## config.mk

```make
export PLATFORM = sky130hd
export DESIGN_NAME = pipe_stage_skid_reg
export DESIGN_NICKNAME = d
export VERILOG_FILES = /design/src/rtl/pipe_stage_skid_reg.sv
export SDC_FILE = /design/constraint.sdc
export NUM_CORES = 1
export LEC_CHECK = 0
export BUFFER_PORTS_ARGS = -buffer_cell sky130_fd_sc_hd__clkbuf_2
export CAP_MARGIN = 20
export CELL_PAD_IN_SITES_DETAIL_PLACEMENT = 1
export CELL_PAD_IN_SITES_GLOBAL_PLACEMENT = 2
export CORE_UTILIZATION = 33
export DETAILED_ROUTE_END_ITERATION = 10
export GPL_TIMING_DRIVEN = 0
export PLACE_DENSITY_LB_ADDON = 0.1
export SETUP_SLACK_MARGIN = 0.15
export SYNTH_ARGS = -nofsm -noshare
export SYNTH_HDL_FRONTEND = slang
export SYNTH_SLANG_ARGS = --single-unit
```

## constraint.sdc

```tcl
create_clock -name clk -period 2 [get_ports clk]
set_input_delay 0.4 -clock clk [delete_from_list [all_inputs] [get_ports clk]]
set_output_delay 0.4 -clock clk [all_outputs]
set_load 0.02 [all_outputs]
```

## src/rtl/pipe_stage_skid_reg.sv

```systemverilog
// Pipeline stage register with valid/ready handshake, two-entry skid buffer, flush and bubbles.
// Optional PIPE_STAGE_SKID_STATS_EN adds saturating stall/flush counters.
module pipe_stage_skid_reg #(
    parameter int unsigned DATA_W = 128,
    parameter int unsigned CTRL_W = 16
) (
    input  logic              clk,
    input  logic              reset,
    input  logic              flush,
    input  logic              i_valid,
    output logic              o_ready,
    input  logic [DATA_W-1:0] i_data,
    input  logic [CTRL_W-1:0] i_ctrl,
    output logic              o_valid,
    input  logic              i_ready,
    output logic [DATA_W-1:0] o_data,
    output logic [CTRL_W-1:0] o_ctrl
`ifdef PIPE_STAGE_SKID_STATS_EN
    ,
    output logic [15:0]       o_stall_cnt,
    output logic [15:0]       o_flush_cnt
`endif
);

    typedef enum logic [1:0] {
        StEmpty = 2'd0,
        StBusy  = 2'd1,
        StFull  = 2'd2
    } state_e;

    state_e             state_q, state_d;
    logic [DATA_W-1:0] main_data_q, main_data_d;
    logic [CTRL_W-1:0] main_ctrl_q, main_ctrl_d;
    logic [DATA_W-1:0] skid_data_q, skid_data_d;
    logic [CTRL_W-1:0] skid_ctrl_q, skid_ctrl_d;
    logic               accept, emit;

    // Handshake outputs decode the state register only; no path from i_ready.
    assign o_ready = (state_q != StFull);
    assign o_valid = (state_q != StEmpty);
    assign o_data  = main_data_q;
    assign o_ctrl  = main_ctrl_q;

    assign accept = i_valid & o_ready;
    assign emit   = o_valid & i_ready;

    always_comb begin
        state_d     = state_q;
        main_data_d = main_data_q;
        main_ctrl_d = main_ctrl_q;
        skid_data_d = skid_data_q;
        skid_ctrl_d = skid_ctrl_q;
        if (flush) begin
            state_d     = StEmpty;
            main_ctrl_d = '0;
            skid_ctrl_d = '0;
        end else begin
            unique case (state_q)
                StEmpty: begin
                    if (accept) begin
                        state_d     = StBusy;
                        main_data_d = i_data;
                        main_ctrl_d = i_ctrl;
                    end
                end
                StBusy: begin
                    if (accept && !emit) begin
                        state_d     = StFull;
                        skid_data_d = i_data;
                        skid_ctrl_d = i_ctrl;
                    end else if (accept && emit) begin
                        main_data_d = i_data;
                        main_ctrl_d = i_ctrl;
                    end else if (emit) begin
                        // Bubble: control goes to zero, data is left as-is.
                        state_d     = StEmpty;
                        main_ctrl_d = '0;
                    end
                end
                StFull: begin
                    if (emit) begin
                        state_d     = StBusy;
                        main_data_d = skid_data_q;
                        main_ctrl_d = skid_ctrl_q;
                    end
                end
                default: begin
                    state_d     = StEmpty;
                    main_ctrl_d = '0;
                end
            endcase
        end
    end

    always_ff @(posedge clk) begin
        if (!reset) begin
            state_q     <= StEmpty;
            main_data_q <= '0;
            main_ctrl_q <= '0;
            skid_data_q <= '0;
            skid_ctrl_q <= '0;
        end else begin
            state_q     <= state_d;
            main_data_q <= main_data_d;
            main_ctrl_q <= main_ctrl_d;
            skid_data_q <= skid_data_d;
            skid_ctrl_q <= skid_ctrl_d;
        end
    end

`ifdef PIPE_STAGE_SKID_STATS_EN
    logic [15:0] stall_cnt_q;
    logic [15:0] flush_cnt_q;

    assign o_stall_cnt = stall_cnt_q;
    assign o_flush_cnt = flush_cnt_q;

    // Saturating counters; flush does not clear them.
    always_ff @(posedge clk) begin
        if (!reset) begin
            stall_cnt_q <= '0;
            flush_cnt_q <= '0;
        end else begin
            if (o_valid && !i_ready && (stall_cnt_q != 16'hFFFF)) begin
                stall_cnt_q <= stall_cnt_q + 16'd1;
            end
            if (flush && (state_q != StEmpty) && (flush_cnt_q != 16'hFFFF)) begin
                flush_cnt_q <= flush_cnt_q + 16'd1;
            end
        end
    end
`endif

endmodule

```

# [Yosys cells after proc, flatten, opt, wreduce, memory -nomap -nowiden]
# Index checks and enable logic that the tools add are counted.
[totals] reg_bits=290 in_bits=149 out_inout_bits=146 elab_cells=48
[classes] eq_ne=10 n_mux=17 bitwise=4 reduce_logical=12
[ops] cell="$mux 128" count=4
[ops] cell="$pmux 128 s3" count=1
[ops] cell="$mux 16" count=5
[ops] cell="$pmux 16 s3" count=1
[ops] cell="$mux 2" count=5
[ops] cell="$ne 2x2->1 const B" count=5
[ops] cell="$ne 3x3->1 const B" count=3
[ops] cell="$reduce_and 4->1" count=2
[ops] cell="$pmux 2 s3" count=1
[ops] cell="$reduce_and 6->1" count=1
[ops] cell="$reduce_and 3->1" count=1
[ops] cell="$reduce_bool 3->1" count=1
[ops] cell="$and 1x1->1" count=2
[ops] cell="$eq 2x1->1 const B" count=1
[ops] cell="$eq 2x2->1 const B" count=1
[ops] cell="$logic_and 1x1->1" count=2
[ops] cell="$logic_not 2->1" count=1
[ops] cell="$not 1->1" count=2
[ops] cell="$reduce_and 2->1" count=1
[ops] cell="$reduce_bool 2->1" count=1
[ops] cell="$reduce_or 2->1" count=1
[ops] cell="$logic_not 1->1" count=1

# [Depth between registers and ports, before layout]
# Gate-level depths: netlist of the first run.
[logic_depth] ltp_word=6 depth_mapped=7 ltp_nobuf=4

# [Worst setup path before layout of the first run]
# OpenSTA, ideal clock, no wires.
[synth_path] path_type="reg2reg" from="reg state_q[0]" to="reg main_data_q[68], in the netlist o_data[68]" setup_ns=0.122 t_arrival_ns=1.370 t_required_ns=1.878 setup_slack_ns=0.508 stages_incl_launch_ff=7 path_buffers=2 cell_sequence="dfxtp_1 -> nand2b_1 -> buf_4 -> buf_4 -> mux2_2 -> nand2_1 -> o21ai_1"
[synth_rtl] element="from (decl)" line_no="31" text="state_e state_q, state_d;"
[synth_rtl] element="from (signal assigned)" line_no="97" text="state_q <= StEmpty;"
[synth_rtl] element="from (signal assigned)" line_no="103" text="state_q <= state_d;"
[synth_rtl] element="$ne 2x2->1 *" line_no="39" text="assign o_ready = (state_q != StFull);"
[synth_rtl] element="net o_ready" line_no="11" text="output logic o_ready,"
[synth_rtl] element="$and 1x1->1 *" line_no="44" text="assign accept = i_valid & o_ready;"
[synth_rtl] element="$logic_and 1x1->1, on equally long branches" line_no="71, 67"
[synth_rtl] element="$ne 2x2->1 (no source line)"
[synth_rtl] element="$reduce_and 6->1 (no source line) *"
[synth_rtl] element="to (signal assigned)" line_no="104" text="main_data_q <= main_data_d;"
[synth_rtl] element="to (decl)" line_no="32" text="logic [DATA_W-1:0] main_data_q, main_data_d;"
# Mark *: on every way through the listed nets, which the timed path passes. The rest lies on a longest branch.
# A chain may end at the register's enable or synchronous reset.

# [Worst setup path in the final report of the first run]
[layout_path] from="reg state_q[0]" to="out o_ready"
[layout_via] elab_chain_len=1
[layout_lines] element="$ne 2x2->1" line_no="39"
[layout_lines] element="to (decl)" line_no="11"
# No other way between the ends.

==> flow_summary.yaml, run 1 <==
synth:
  yosysTopAreaCellShare_pct: 44.4
  postSynthCellCount: 1429
  synthArstFlopShare_pct: 0
  synth_area_leader_cell: "dfxtp_1"
  ys.flop_type: "dfxtp_1"
  synth_edf_count: 0
  netlist_area_mm2: 0.0131
  ys_top_cells_by_area: "dfxtp_1, nand2_1, mux2_2, o211ai_1, o21ai_2"
  yosys_warnings: 0
  avgSynthCellArea_um2: 9.14
  ys_seq_area_share_pct: 44.4
  ys_types: 32
  ys_ff_latch: 290
  syn_nets: 1578
pwr:
  leakage_uw: 0.00654
  ir_worst_vdd_mv: 0.498
  pwr_density_cell_mw_per_mm2: 855
timing:
  slew_headroom_pct: 41.7
  hold_viol_final: 0
  worst_pin_slew_ns: 0.874
  min_period_ns: 1.81
  maxSlewViolCount: 0
  fin_hold_ws_ns: 0.0923
  setup_viol_count_final: 0
  fmax_mhz: 551
  period_share_pct: 90.7
  rsz0062_at_grt: "true"
  finalClockSkew_ns: 0.0136
  timing.setup.tns_ns: 0
run:
  maxCapViolCount: 0
placed_design:
  dpl-instance-area_mm2: 0.0152
  gp_congestion: 0.758
  hpwl_um: 30200
  port_buffers: 293
min_path:
  hold_class: "input pin to flop"
  min-delay-start: "i_ctrl[6]"
clocking:
  cts_buffers: 37
  ctsHoldBuffers: 0
  cts.htree.levels: 2
  clkSlewWorstSetupHoldPaths_ns: 0.06
  cts_root_buf: "clkbuf_16"
  clkLatencyLatePin_ns: 0.54
  cts_max_path_buffers: 3
  cts_sinks: 290
  cts_tree: "yes"
final_layout:
  final_cell_mix: "nand2_1, clkbuf_2, dfxtp_1"
  nets: 1919
  fillers: 4526
  final_area_mm2: 0.0166
  area_growth_pct: 27.3
  layout_commonest_cell: "nand2_1"
  drive_gt1_share_pct: 37.6
floorplanning:
  std_cell_rows: 72
  core_area_mm2: 0.0388
  die_x_um: 201
  start_util_pct: 33.7
  pin_count: 295
  die_area_mm2: 0.0404
  die_y_um: 201
routing:
  wire_per_inst_um: 18.5
  drt_iter0_drc: 278
  wirelength_um: 42800
  vias_per_cell: 4.94
  drtAntennaViolNets: 0
  remaining_drc_errors: 0
  vias: 11400
  firstDrtPassIters: 5
run_status:
  status: "finished, final reports clean"
global_routing:
  grt_pass1_wl_um: 66800
  grt_pass1_vias: 11900
  grt_usage_pct: 21.0
  grt_max_degree: 12
  antenna_found_initial: 6
  overflow: 0
critical_path:
  end_kind: "output port"
  crit_path_start: "state_q[0]"
  path_max_fanout: 6
  worst-setup-path-type: "flop to output port"
  timing.rr.start: "state_q[0]"
  startpoint_type: "flop"
  crit_arrival_ns: 1.41
  crit_required_ns: 1.60
[kinds of logic (layout without fill, tap and decap cells)]
logic type | Yosys count | count (layout) | share of synthesized area (%)
AOI/OAI and AO/OA | 438 | 438 | 25.4
buffers and inverters | 140 | 505 | 6.26
DFF | 290 | 290 | 44.4
muxes | 129 | 129 | 11.1
other | 0 | 4 | 0
and+or+nand+nor | 432 | 432 | 12.8
[sequential cells by signal (all words and copies together) (netlist names)]
signal,flops
skid_ctrl_q,16
o_data,128
o_ctrl,16
state_q,2
skid_data_q,128
[cell usage after synthesis (8+ instances only)]
master,count
nand2_1,416
dfxtp_1,290
mux2_2,128
o211ai_1,128
o21ai_2,100
a21boi_0,96
clkbuf_1,63
buf_2,36
a21boi_1,32
buf_4,25
o21ai_1,20
a21oi_1,18
a22oi_1,16
o2bb2ai_1,16
buf_8,11
o21ai_0,8
[stage by stage]
| step | instances | worst slack, ns | utilization [%] | power [uW] |
|---|---|---|---|---|
| final | 2316 | 0.186 | 42.8 | 14200 |
| after global routing | 2313 | 0.134 | 42.8 | 14900 |
| after CTS | 2305 | 0.0776 | 42.4 | 14500 |
| after detailed placement | 2241 | -0.536 | 39.1 | 7720 |
| after global placement | 2240 | -0.456 | 39.1 | 7700 |
| after floorplan | 1429 | 0.508 | - | 7080 |
[worst paths after layout]
check	end	slack, ns	cells past startpoint
setup / recovery	o_ready	0.19	4
hold reg to reg	skid_data_q[12]	0.45	2
setup reg to reg	skid_data_q[91]	0.23	8
hold / removal	skid_ctrl_q[6]	0.09	3
[power by group]
group	switching [uW]	internal, uW
Sequential	98.1	5950
Clock	2610	4030
Combinational	958	588
[metal layers]
metal	up-vias	share of wire, %	GRT usage (%)
met1	5488	46	27.8
met4	2	2.4	7.01
met3	56	5.2	4.51
met5	-	0.030	0
met2	229	46	33.9
li1	5658	-	-
[worst max-delay path, cell delays in order (launching register included)]
cell	delay [ns]
dfxtp_4	0.36
nand2b_4	0.15
buf_6	0.12
buf_12	0.12
buf_8	0.12
[repair_timing]
item                                    4_1_cts  5_1_grt
cloned                                        0        1
gates resized for setup                      13       60
pin swaps                                     0        1
buffers inserted                              1        6
endpoints found under the setup margin      217      153
[final cells by class]
cell class              count  area [um2]  share of cell area (%)
flip-flops and latches    290        5810                    35.0
diodes                      4        10.0                  0.0602
repair buffers            302        1560                    9.40
well taps                 518         648                    3.90
clock buffers              59        1180                    7.10
multi-input cells         999        6460                    38.9
plain buffers             140         925                    5.56
clock inverters             4        27.5                   0.166
Power figures use the tool's default switching activity.
==> run 2: changes to the inputs <==
Settings changed: GPL_TIMING_DRIVEN 0 to default.
==> run 2 against run 1 <==
Effect of this change: routed wire length is 7.5% lower; combinational power fell by 5%; die area stayed put; non-clock buffer count shrank 109.
==> flow_summary.yaml, run 2 (synthesized netlist as in run 1, its figures left out) <==
floorplanning:
  die_area_mm2: 0.0404
  std_cell_rows: 72
  die_y_um: 201
  start_util_pct: 33.7
  pin_count: 295
  core_area_mm2: 0.0388
  die_x_um: 201
placed_design:
  dpl-instance-area_mm2: 0.0149
  port_buffers: 294
  gp_congestion: 0.710
  hpwl_um: 24700
timing:
  finalClockSkew_ns: 0.0121
  worst_pin_slew_ns: 0.430
  timing.setup.tns_ns: 0
  fmax_mhz: 558
  slew_headroom_pct: 71.4
  hold_viol_final: 0
  fin_hold_ws_ns: 0.108
  period_share_pct: 89.6
  setup_viol_count_final: 0
  min_period_ns: 1.79
  maxSlewViolCount: 0
  rsz0062_at_grt: "false"
critical_path:
  slowest_delay_ns: 0.35
  cp_top_family: "buffers and inverters"
  end_kind: "output port"
  cp_num_buf_inv: 3
  crit_required_ns: 1.60
  cp_slowest_cell: "dfxtp_2"
  cp_cell_sequence: "buf_6 > nand2b_4 > buf_12 > buf_4"
  worst-setup-path-type: "flop to output port"
  startpoint_type: "flop"
  path_max_fanout: 14
  crit_arrival_ns: 1.39
min_path:
  hold_class: "input pin to flop"
global_routing:
  overflow: 0
  grt_max_degree: 88
  grt_pass1_vias: 11300
  grt_pass1_wl_um: 63100
  antenna_found_initial: 5
  grt_usage_pct: 19.5
final_layout:
  area_growth_pct: 24.2
  nets: 1810
  final_area_mm2: 0.0162
  drive_gt1_share_pct: 37.1
  final_cell_mix: "nand2_1, clkbuf_2, dfxtp_1"
  layout_commonest_cell: "nand2_1"
  final_util_pct: 41.8
routing:
  wirelength_um: 39700
  drt_iter0_drc: 416
  vias_per_cell: 4.99
  firstDrtPassIters: 4
  vias: 11000
  wire_per_inst_um: 18.0
  drtAntennaViolNets: 0
  remaining_drc_errors: 0
run:
  maxCapViolCount: 0
pwr:
  p_total_uw: 14200
  ir_worst_vdd_mv: 0.640
  leakage_uw: 0.00632
  pwr_density_cell_mw_per_mm2: 874
clocking:
  cts_buffers: 37
  clkSlewWorstSetupHoldPaths_ns: 0.06
  cts_sinks: 290
  cts.htree.levels: 2
  cts_root_buf: "clkbuf_16"
  cts_tree: "yes"
  clkLatencyLatePin_ns: 0.52
  cts_max_path_buffers: 3
run_status:
  status: "finished, final reports clean"
[run 2: cell types whose count changed in the layout (fill, tap and decap cells not counted), sizes merged]
cell and delta:
clkbuf -67, bufbuf +1, dlymetal6s2s -1, buf -44
diode -1, clkinv +2, bufinv +3, inv -2
[run 2: through the flow]
| stage | cells | setup WS (ns) |
|---|---|---|
| after detailed placement | 2137 | 0.0946 |
| after floorplan | 1429 | 0.508 |
| after CTS | 2203 | 0.107 |
| after global routing | 2205 | 0.150 |
| after global placement | 2137 | 0.195 |
| final | 2207 | 0.208 |
[run 2: area by class of cell]
| class | count | area (um2) |
|---|---|---|
| flip-flops and latches | 290 | 5810 |
| fillers | 4549 | 22600 |
| diodes | 3 | 7.51 |
| repair buffers | 333 | 2050 |
| multi-input cells | 999 | 6490 |
| well taps | 518 | 648 |
| clock buffers | 57 | 1100 |
| clock inverters | 7 | 110 |
[run 2: worst reg2reg max path, stage by stage (launching register included)]
cell	delay, ns
dfxtp_2	0.33
buf_6	0.13
nand2b_4	0.08
buf_4	0.19
buf_4	0.34
mux2_2	0.40
nand2_1	0.07
o21ai_0	0.07
[run 2: where the power goes]
group / total (uW) / leakage, uW / internal (uW) / switching, uW
Clock: 6660 / 0.000598 / 4150 / 2510
Sequential: 6050 / 0.00235 / 5950 / 98.9
Combinational: 1470 / 0.00337 / 572 / 894
Total: 14200 / 0.00632 / 10700 / 3500
[run 2: timing repair]
item / in CTS / in global routing
cloned: 1 / 0
resized for setup: 6 / 3
endpoints found under the setup margin: 2 / 8
hold buffers: 0 / 0
setup buffers: 1 / 1
[run 2: final timing paths]
| kind | startpoint | to | slack [ns] | cells after the start |
|---|---|---|---|---|
| worst min-delay path | i_data[123] | skid_data_q[123] | 0.11 | 3 |
| worst max register to register | state_q[1] | o_data[82] | 0.27 | 7 |
| worst max-delay path | state_q[1] | o_ready | 0.21 | 4 |
| worst min register to register | skid_data_q[11] | skid_data_q[11] | 0.45 | 2 |
[run 2: per-layer routing]
metal	global-route usage (%)	vias up	part of all wire, %
li1	-	5440	-
met1	25.5	5313	46
met2	31.7	209	47
met3	4.72	51	5.4
met4	5.67	6	1.8
met5	0	-	0.088
